**src/rtl/lector_fifos_pkg.sv**
```systemverilog
// Shared constants and state encoding for the egress FIFO reader.
package lector_fifos_pkg;
    localparam int NUM_PORTS  = 4;
    localparam int PORT_IDX_W = 2;
    localparam int BUF_DEPTH  = 2;

    typedef enum logic [1:0] {
        ST_IDLE   = 2'd0,
        ST_ACTIVE = 2'd1,
        ST_DRAIN  = 2'd2
    } state_t;

    function automatic logic [PORT_IDX_W-1:0] next_port(input logic [PORT_IDX_W-1:0] p);
        return p + 1'b1;
    endfunction
endpackage

```
**src/rtl/lector_fifos_buffer_salida.sv**
```systemverilog
// Two-entry output buffer of {src, word}; absorbs the FIFO read latency.
module buffer_salida
    import lector_fifos_pkg::*;
#(
    parameter int W = 12
) (
    input  logic         clk,
    input  logic         reset,
    input  logic         push,
    input  logic [W-1:0] push_data,
    input  logic         pop,
    output logic [1:0]   occ,
    output logic [W-1:0] head
);
    logic [W-1:0] r_mem [BUF_DEPTH];
    logic         r_wr_ptr;
    logic         r_rd_ptr;
    logic [1:0]   r_occ;

    always_ff @(posedge clk) begin
        if (reset) begin
            for (int i = 0; i < BUF_DEPTH; i++) r_mem[i] <= '0;
            r_wr_ptr <= 1'b0;
            r_rd_ptr <= 1'b0;
            r_occ    <= 2'd0;
        end else begin
            if (push) begin
                r_mem[r_wr_ptr] <= push_data;
                r_wr_ptr        <= ~r_wr_ptr;
            end
            if (pop) r_rd_ptr <= ~r_rd_ptr;
            // simultaneous push and pop leaves occupancy unchanged
            case ({push, pop})
                2'b10:   r_occ <= r_occ + 2'd1;
                2'b01:   r_occ <= r_occ - 2'd1;
                default: r_occ <= r_occ;
            endcase
        end
    end

    assign occ  = r_occ;
    assign head = r_mem[r_rd_ptr];
endmodule

```
**src/rtl/lector_fifos.sv**
```systemverilog
// Round-robin reader of four egress FIFOs into one tagged valid/ready stream,
// with saturating per-port pop counters readable on request.
module lector_fifos
    import lector_fifos_pkg::*;
#(
    parameter int FIFO_WORD_SIZE = 10,
    parameter int CNT_WIDTH      = 5
) (
    input  logic                      clk,
    input  logic                      reset,
    input  logic                      enable,
    input  logic                      empty_p0,
    input  logic                      empty_p1,
    input  logic                      empty_p2,
    input  logic                      empty_p3,
    input  logic [FIFO_WORD_SIZE-1:0] data_in_0,
    input  logic [FIFO_WORD_SIZE-1:0] data_in_1,
    input  logic [FIFO_WORD_SIZE-1:0] data_in_2,
    input  logic [FIFO_WORD_SIZE-1:0] data_in_3,
    output logic                      pop_p0,
    output logic                      pop_p1,
    output logic                      pop_p2,
    output logic                      pop_p3,
    output logic [FIFO_WORD_SIZE-1:0] data_out,
    output logic [1:0]                src_out,
    output logic                      valid_out,
    input  logic                      out_ready,
    input  logic                      cnt_req,
    input  logic [1:0]                cnt_idx,
    output logic [CNT_WIDTH-1:0]      cnt_out,
    output logic                      cnt_valid,
    output logic                      idle
);
    logic [FIFO_WORD_SIZE-1:0] w_data_in [NUM_PORTS];
    logic [NUM_PORTS-1:0]      w_empty;
    logic [NUM_PORTS-1:0]      w_pop;
    logic [PORT_IDX_W-1:0]     w_grant;
    logic                      w_found;
    logic                      w_xfer;
    logic                      w_can_pop;
    logic                      w_pop_any;
    logic [2:0]                w_credit_sum;
    logic [1:0]                w_occ;
    logic [PORT_IDX_W+FIFO_WORD_SIZE-1:0] w_head;

    state_t                    r_state;
    logic [PORT_IDX_W-1:0]     r_rr_ptr;
    logic                      r_inflight;
    logic [PORT_IDX_W-1:0]     r_if_src;
    logic [CNT_WIDTH-1:0]      r_cnt [NUM_PORTS];
    logic [CNT_WIDTH-1:0]      r_cnt_out;
    logic                      r_cnt_valid;

    assign w_empty      = {empty_p3, empty_p2, empty_p1, empty_p0};
    assign w_data_in[0] = data_in_0;
    assign w_data_in[1] = data_in_1;
    assign w_data_in[2] = data_in_2;
    assign w_data_in[3] = data_in_3;

    always_comb begin
        w_found = 1'b0;
        w_grant = r_rr_ptr;
        for (int i = 0; i < NUM_PORTS; i++) begin
            if (!w_found && !w_empty[r_rr_ptr + PORT_IDX_W'(i)]) begin
                w_found = 1'b1;
                w_grant = r_rr_ptr + PORT_IDX_W'(i);
            end
        end
    end

    // Words already owed to the buffer (held + in flight, minus the one leaving)
    // must leave room for the word this pop will return next cycle.
    assign w_xfer       = valid_out && out_ready;
    assign w_credit_sum = {1'b0, w_occ} + {2'b00, r_inflight} - {2'b00, w_xfer};
    assign w_can_pop    = enable && !reset && (r_state != ST_DRAIN) && (w_credit_sum < 3'd2);
    assign w_pop_any    = w_can_pop && w_found;
    assign w_pop        = w_pop_any ? (NUM_PORTS'(1) << w_grant) : '0;

    assign {pop_p3, pop_p2, pop_p1, pop_p0} = w_pop;

    buffer_salida #(
        .W(PORT_IDX_W + FIFO_WORD_SIZE)
    ) u_buf (
        .clk       (clk),
        .reset     (reset),
        .push      (r_inflight),
        .push_data ({r_if_src, w_data_in[r_if_src]}),
        .pop       (w_xfer),
        .occ       (w_occ),
        .head      (w_head)
    );

    assign {src_out, data_out} = w_head;
    assign valid_out = (w_occ != 2'd0);
    assign cnt_out   = r_cnt_out;
    assign cnt_valid = r_cnt_valid;
    assign idle      = (r_state == ST_IDLE);

    always_ff @(posedge clk) begin
        if (reset) begin
            r_state     <= ST_IDLE;
            r_rr_ptr    <= '0;
            r_inflight  <= 1'b0;
            r_if_src    <= '0;
            r_cnt_out   <= '0;
            r_cnt_valid <= 1'b0;
            for (int i = 0; i < NUM_PORTS; i++) r_cnt[i] <= '0;
        end else begin
            r_inflight <= w_pop_any;
            if (w_pop_any) begin
                r_if_src <= w_grant;
                r_rr_ptr <= next_port(w_grant);
                if (r_cnt[w_grant] != '1) r_cnt[w_grant] <= r_cnt[w_grant] + 1'b1;
            end

            r_cnt_valid <= cnt_req;
            if (cnt_req) r_cnt_out <= r_cnt[cnt_idx];

            case (r_state)
                ST_IDLE: begin
                    if (w_pop_any) r_state <= ST_ACTIVE;
                end
                ST_ACTIVE: begin
                    if (!enable && ((w_occ != 2'd0) || r_inflight))
                        r_state <= ST_DRAIN;
                    else if ((w_occ == 2'd0) && !r_inflight && !w_pop_any)
                        r_state <= ST_IDLE;
                end
                ST_DRAIN: begin
                    if (enable)
                        r_state <= ST_ACTIVE;
                    else if ((w_occ == 2'd0) && !r_inflight)
                        r_state <= ST_IDLE;
                end
                default: r_state <= ST_IDLE;
            endcase
        end
    end
endmodule

```
**config.mk**
```make
export PLATFORM = sky130hd
export DESIGN_NAME = lector_fifos
export DESIGN_NICKNAME = d
export VERILOG_FILES = /design/src/rtl/lector_fifos_pkg.sv /design/src/rtl/lector_fifos_buffer_salida.sv /design/src/rtl/lector_fifos.sv
export SDC_FILE = /design/constraint.sdc
export NUM_CORES = 1
export LEC_CHECK = 0
export ABC_AREA = 0
export CAP_MARGIN = 0
export CELL_PAD_IN_SITES_DETAIL_PLACEMENT = 0
export CELL_PAD_IN_SITES_GLOBAL_PLACEMENT = 1
export CORE_UTILIZATION = 50
export DETAILED_ROUTE_END_ITERATION = 8
export DONT_BUFFER_PORTS = 1
export HOLD_SLACK_MARGIN = 0.03
export PLACE_DENSITY = 0.9
export RECOVER_POWER = 50
export SLEW_MARGIN = 20
export SYNTH_ARGS = -nofsm -noshare
export SYNTH_HDL_FRONTEND = slang
export SYNTH_SLANG_ARGS = --single-unit
```
**constraint.sdc**
```tcl
create_clock -name clk -period 3.55 [get_ports clk]
set_input_delay 0.71 -clock clk [delete_from_list [all_inputs] [get_ports clk]]
set_output_delay 0.71 -clock clk [all_outputs]
set_load 0.05 [all_outputs]
```
======== Word level (Yosys, flattened, before mapping) ========
Memory sizes are Yosys's and may differ from the RTL's. A register that Yosys moved wholly into a read port is not among the register bits.
Index checks and enable logic that the tools add are counted.
cells by class
  add/sub/neg operators ................... 9
  magnitude comparators ................... 6
  equality and inequality tests ........... 9
  shift operators ......................... 1
  muxes and demuxes ....................... 43
  bitwise operators ....................... 3
  reduce and logical (&&, ||, !) cells .... 28
operator list
  kind                   number
  $mux W1                22
  $bmux W10 S2           1
  $mux W10               2
  $mux W2                9
  $lt A2 B3 Y1 const B   4
  $mux W12               1
  $reduce_or A12 Y1      1
  $logic_and A1 B1 Y1    11
  $logic_not A1 Y1       9
  $bmux W1 S2            4
  $add A2 B1 Y2 const B  3
  $ne A3 B3 Y1 const B   2
  $pmux W2 S3            1
  $add A5 B1 Y5 const B  1
  $mux W5                1
  $ne A5 B5 Y1 const B   1
  $reduce_or A5 Y1       1
  $add A2 B2 Y2 const B  2
  $eq A2 B1 Y1 const B   2
  $eq A2 B2 Y1 const B   2
  $logic_not A2 Y1       2
  $mux W4                1
  $pmux W2 S2            1
  $reduce_bool A2 Y1     2
  other kinds (12)       13
storage, ports and cells
  bits in registers ....................... 12
  RAM bits ................................ 44
  logic and storage cells ................. 109
  memories kept ........................... 2
memories
  name         depth  width  read ports  clocked after memory_dff  write ports  RTL line                          text
  u_buf.r_mem  2      12     1           1                         2            lector_fifos_buffer_salida.sv:15  logic [W-1:0] r_mem [BUF_DEPTH];
  r_cnt        4      5      2           1                         4            lector_fifos.sv:50                logic [CNT_WIDTH-1:0] r_cnt [NUM_PORTS];

======== Logic depth before layout (Yosys ltp) ========
An unclocked memory read counts as a cell.
  word-level depth ........................ 20
  gate-level depth with buffers ........... 13
  mapped depth without buffers ............ 12

======== Cells and area by module ========
From an unflattened synthesis, not the netlist that was laid out.
unflattened totals
  cells, all modules ...................... 290
  area total of the unflattened synthesis .. 3415.8 um^2
by module, submodules not included
  module         times used  cells an instance  area an instance (um^2)
  lector_fifos   1           191                2170.8
  buffer_salida  1           99                 1244.9

======== Worst setup path after synthesis ========
Ideal clock, no wire load.
  path kind ............................... input -> output
  start point ............................. input out_ready
  end point ............................... output pop_p0
  arrival ................................. 2.602 ns
  required time ........................... 2.840 ns
  setup slack ............................. 0.238 ns
  cell stages on the path ................. 11
  cells stage by stage .................... nand2b_1 nor2_1 or2_2 nand2_1 fa_1 nand2_1 nor3_1 nand3_1 clkbuf_1 inv_1 and2_1
between the ends
  longest elaborated chain between the ends .. 6
ends and longest elaborated chain
  element              RTL line            text
  from (decl)          lector_fifos.sv:27  input logic out_ready,
  $logic_and A1 B1 Y1  lector_fifos.sv:73  assign w_xfer = valid_out && out_ready;
  $sub A3 B1 Y3        lector_fifos.sv:74  assign w_credit_sum = {1'b0, w_occ} + {2'b00, r_inflight} - {2'b00, w_xfer};
  $lt A3 B2 Y1         lector_fifos.sv:75  assign w_can_pop = enable && !reset && (r_state != ST_DRAIN) && (w_credit_sum < 3'd2);
  $logic_and A1 B1 Y1  lector_fifos.sv:75
  $logic_and A1 B1 Y1  lector_fifos.sv:76  assign w_pop_any = w_can_pop && w_found;
  $mux W4              lector_fifos.sv:77  assign w_pop = w_pop_any ? (NUM_PORTS'(1) << w_grant) : '0;
  to (decl)            lector_fifos.sv:20  output logic pop_p0,
Every way passes these cells.

======== Worst setup path in the final report ========
  start point ............................. register u_buf.r_occ[0], in the netlist u_buf.occ[0]
  end point ............................... output pop_p3
between the ends
  longest elaborated chain between the ends .. 7
  elaborated cells on any way between the ends .. 8
  those cells by class .................... add/sub: 2; order compare: 1; mux: 1; reduce/logical: 4
ends and longest elaborated chain
  element                                                                RTL line                          text
  from (decl)                                                            lector_fifos_buffer_salida.sv:18  logic [1:0] r_occ;
  from (signal assigned)                                                 lector_fifos_buffer_salida.sv:34  2'b10: r_occ <= r_occ + 2'd1;
  from (signal assigned)                                                 lector_fifos_buffer_salida.sv:35  2'b01: r_occ <= r_occ - 2'd1;
  from (signal assigned)                                                 lector_fifos_buffer_salida.sv:36  default: r_occ <= r_occ;
  parallel branches: the longest is 2 deep, another holds $add A2 B1 Y3  -
  $sub A3 B1 Y3 *                                                        lector_fifos.sv:74
  $lt A3 B2 Y1 *                                                         lector_fifos.sv:75
  $logic_and A1 B1 Y1 *                                                  lector_fifos.sv:75
  $logic_and A1 B1 Y1 *                                                  lector_fifos.sv:76
  $mux W4 *                                                              lector_fifos.sv:77
  to (decl)                                                              lector_fifos.sv:23                output logic pop_p3,
Every way passes the cells marked *.

==> results.cfg <==
[run_status]
outcome = finished with violations
violations = design-rule violations

[die]
design.portCount = 75
core_area_sq_um = 6460
fp.dieW_um = 84.7
die_h_um = 84.7
dieArea_sq_um = 7170
start_util_pct = 52.9
rows = 29

[min_path]
worstHoldPathType = in2reg
min_path_cells = 1

[logic_synthesis]
async_flop_share_pct = 0
synth_area_sq_um = 3420
seq_area_frac_synth_pct = 49.2
synth_warnings = 0
synth_cells = 283
synth-main-ff-cell = edfxtp_1
synth_edf_count = 44
ys_ff_latch = 62
avgSynthCellArea_sq_um = 12.1
syn_nets = 341
ys_types = 53

[clock_network]
clk_transition_reported_paths_ns = 0.07
cts_max_level = 3
clock_sinks = 62
cts_buffers = 9
clockBufferDepth = 2
cts_tree = done
cts_setup_buffers = 0
cts-root-buf = clkbuf_8
clk_latency_ns = 0.34

[worst_setup_path]
r2r.worst_path.cells = 11
critPathLaunchType = flip-flop
path_max_fanout = 7
regToRegStartpoint = r_rr_ptr[1]
critPathArrivalTime_ns = 2.50
cp-end-kind = output port
r2r-end = r_cnt[2][4]
startpoint = u_buf.occ[0]
r2r_setup_slack_ns = 0.43
cp-endpoint = pop_p3
worst-setup-path-type = reg2out
worstPathRequired_ns = 2.84

[power_and_ir_drop]
power.leakage_nw = 1.36
p_per_area_nw_per_um2 = 517
p_total_w = 0.00194
vdd_drop_max_mv = 0.314

[placement]
place_congestion = 0.917
place_area_sq_um = 3550
portBuffers = 0
dpl.hpwl_um = 4810
place_inst = 352

[sta]
fin_worst_skew_ns = 0.00831
max_slew_margin_pct = 28.1
layout_min_cycle_time_ns = 3.21
maxSlewViolCount = 0
rsz0062_at_grt = false
fin_crit_sh_pct = 90.4
worst_pin_slew_ns = 1.08
max_clock_freq_ghz = 0.312
finalSetupViolCount = 0
final-hold-violation-count = 0
fin_tns_setup_ns = 0

[routing]
wirelength_um = 6530
post_drt_wl_per_cell_um = 17.8
ant_nets = 0
vias = 2168
vias_per_cell = 5.89
drc = 5
drt_iter0_drc = 148
firstDrtPassIters = 9

[global_route]
grt_pass1_wl_um = 10500
track_usage_pct = 19.4
grt_max_degree = 27
grt.overflow.total = 0
grt_pass1_vias = 2147
antenna_found_initial = 0

[layout]
layout-drive-gt1-share_pct = 23.4
n_antenna_cell = 0
area_growth_pct = 9.66
final_common_cell = edfxtp_1
fin_nets = 344
mostFrequentLayoutCells = edfxtp_1, nor2_1, dfxtp_1, nor2b_1, mux4_2
stdcell_count = 368
postLayoutCellArea_sq_um = 3750
fillers = 534

[flow_run]
drv_cap = 0
-- critical path: stages (launching register included) --
cell and delay (ns):
dfxtp_1 0.32, nand2b_1 0.15, nor2_1 0.17, or2_2 0.16, nand2_1 0.06, fa_1 0.49, nand2_1 0.05, nor3_1 0.14
nand3_1 0.11, inv_1 0.14, and2_1 0.21, buf_12 0.15
-- cell type report --
cell class / instances / area, sq um / area share [%]
Timing Repair Buffer: 6 / 95.1 / 2.54
Multi-Input combinational cell: 198 / 1630 / 43.4
Clock inverter: 7 / 73.8 / 1.97
Clock buffer: 9 / 124 / 3.30
Tap cell: 77 / 96.3 / 2.57
Sequential cell: 62 / 1680 / 44.9
Inverter: 9 / 50.0 / 1.33
-- sequential cells by signal, indices dropped and copies added, names as in the netlist, named ones only --
register,count
u_buf.occ,2
u_buf.r_rd_ptr,1
r_cnt,20
cnt_out,5
cnt_valid,1
r_state,2
r_rr_ptr,2
u_buf.r_mem,24
r_inflight,1
u_buf.r_wr_ptr,1
r_if_src,2
-- through the flow --
step           hold WS (ns)  setup slack (ns)  util, %
2_1_floorplan         0.472             0.238        -
3_3_place_gp          0.488             0.298     55.0
3_5_place_dp          0.492             0.232     55.0
4_1_cts               0.428             0.197     58.0
5_1_grt               0.428            0.0811     58.1
6_report              0.438             0.342     58.1
-- kinds of logic (layout without fill, tap and decap cells) --
logic type,Yosys count,count (layout),synth area share (%)
and+or+nand+nor,118,118,18.8
DFF,62,62,49.2
muxes,36,36,16.8
AOI/OAI and AO/OA,31,31,7.43
buffers and inverters,23,31,3.22
adders and majority gates,7,7,2.78
xor gates and xnor gates,6,6,1.76
-- routing by layer --
| metal | track usage, % | vias to the layer above | share of wire (%) |
|---|---|---|---|
| met3 | 4.62 | 16 | 7.2 |
| met2 | 33.4 | 84 | 50 |
| met1 | 23.1 | 1033 | 41 |
| li1 | - | 1035 | - |
| met4 | 8.47 | 0 | 2.0 |
| met5 | 0 | - | 0 |
-- Yosys cell counts, drive strengths merged (2+ instances only) --
library cell / n / area share, %
buf: 3 / 0.55
a21boi: 3 / 0.66
clkbuf: 11 / 1.2
nand2b: 6 / 1.2
a21oi: 3 / 0.44
nand2: 10 / 1.1
mux2i: 9 / 3.0
mux4: 15 / 9.9
nor3b: 3 / 0.66
o21ai: 11 / 1.7
a32oi: 4 / 1.6
and3: 2 / 0.37
nand3: 5 / 0.88
nor2b: 17 / 3.4
xnor2: 5 / 1.5
ha: 6 / 2.2
a211oi: 2 / 0.59
a31oi: 2 / 0.37
and2: 17 / 3.1
dfxtp: 18 / 11
nor2: 41 / 4.7
or2: 3 / 0.55
nor3: 5 / 0.73
or3: 2 / 0.37
edfxtp: 44 / 39
inv: 8 / 0.95
nand3b: 5 / 1.1
mux2: 12 / 4.0
-- report_power, final --
group          switching, W  total [W]  internal, W
sequential        0.0000658   0.000903     0.000837
combinational      0.000256   0.000432     0.000176
clock              0.000279   0.000605     0.000326
-- worst min path at each step --
stage,startpoint,endpoint,slack (ns)
floorplan,u_buf.r_rd_ptr,flip-flop,0.47
global placement,u_buf.r_rd_ptr,u_buf.r_rd_ptr,0.49
detailed placement,u_buf.r_rd_ptr,flip-flop,0.49
CTS,reset,cnt_valid,0.43
global route,reset,u_buf.occ[0],0.43
finish,reset,flip-flop,0.44
-- what timing repair did --
action / CTS / global route
hold buffers: 0 / 0
setup endpoints to repair: 0 / 4
gates resized for setup: 0 / 1
Power figures use the tool's default switching activity.
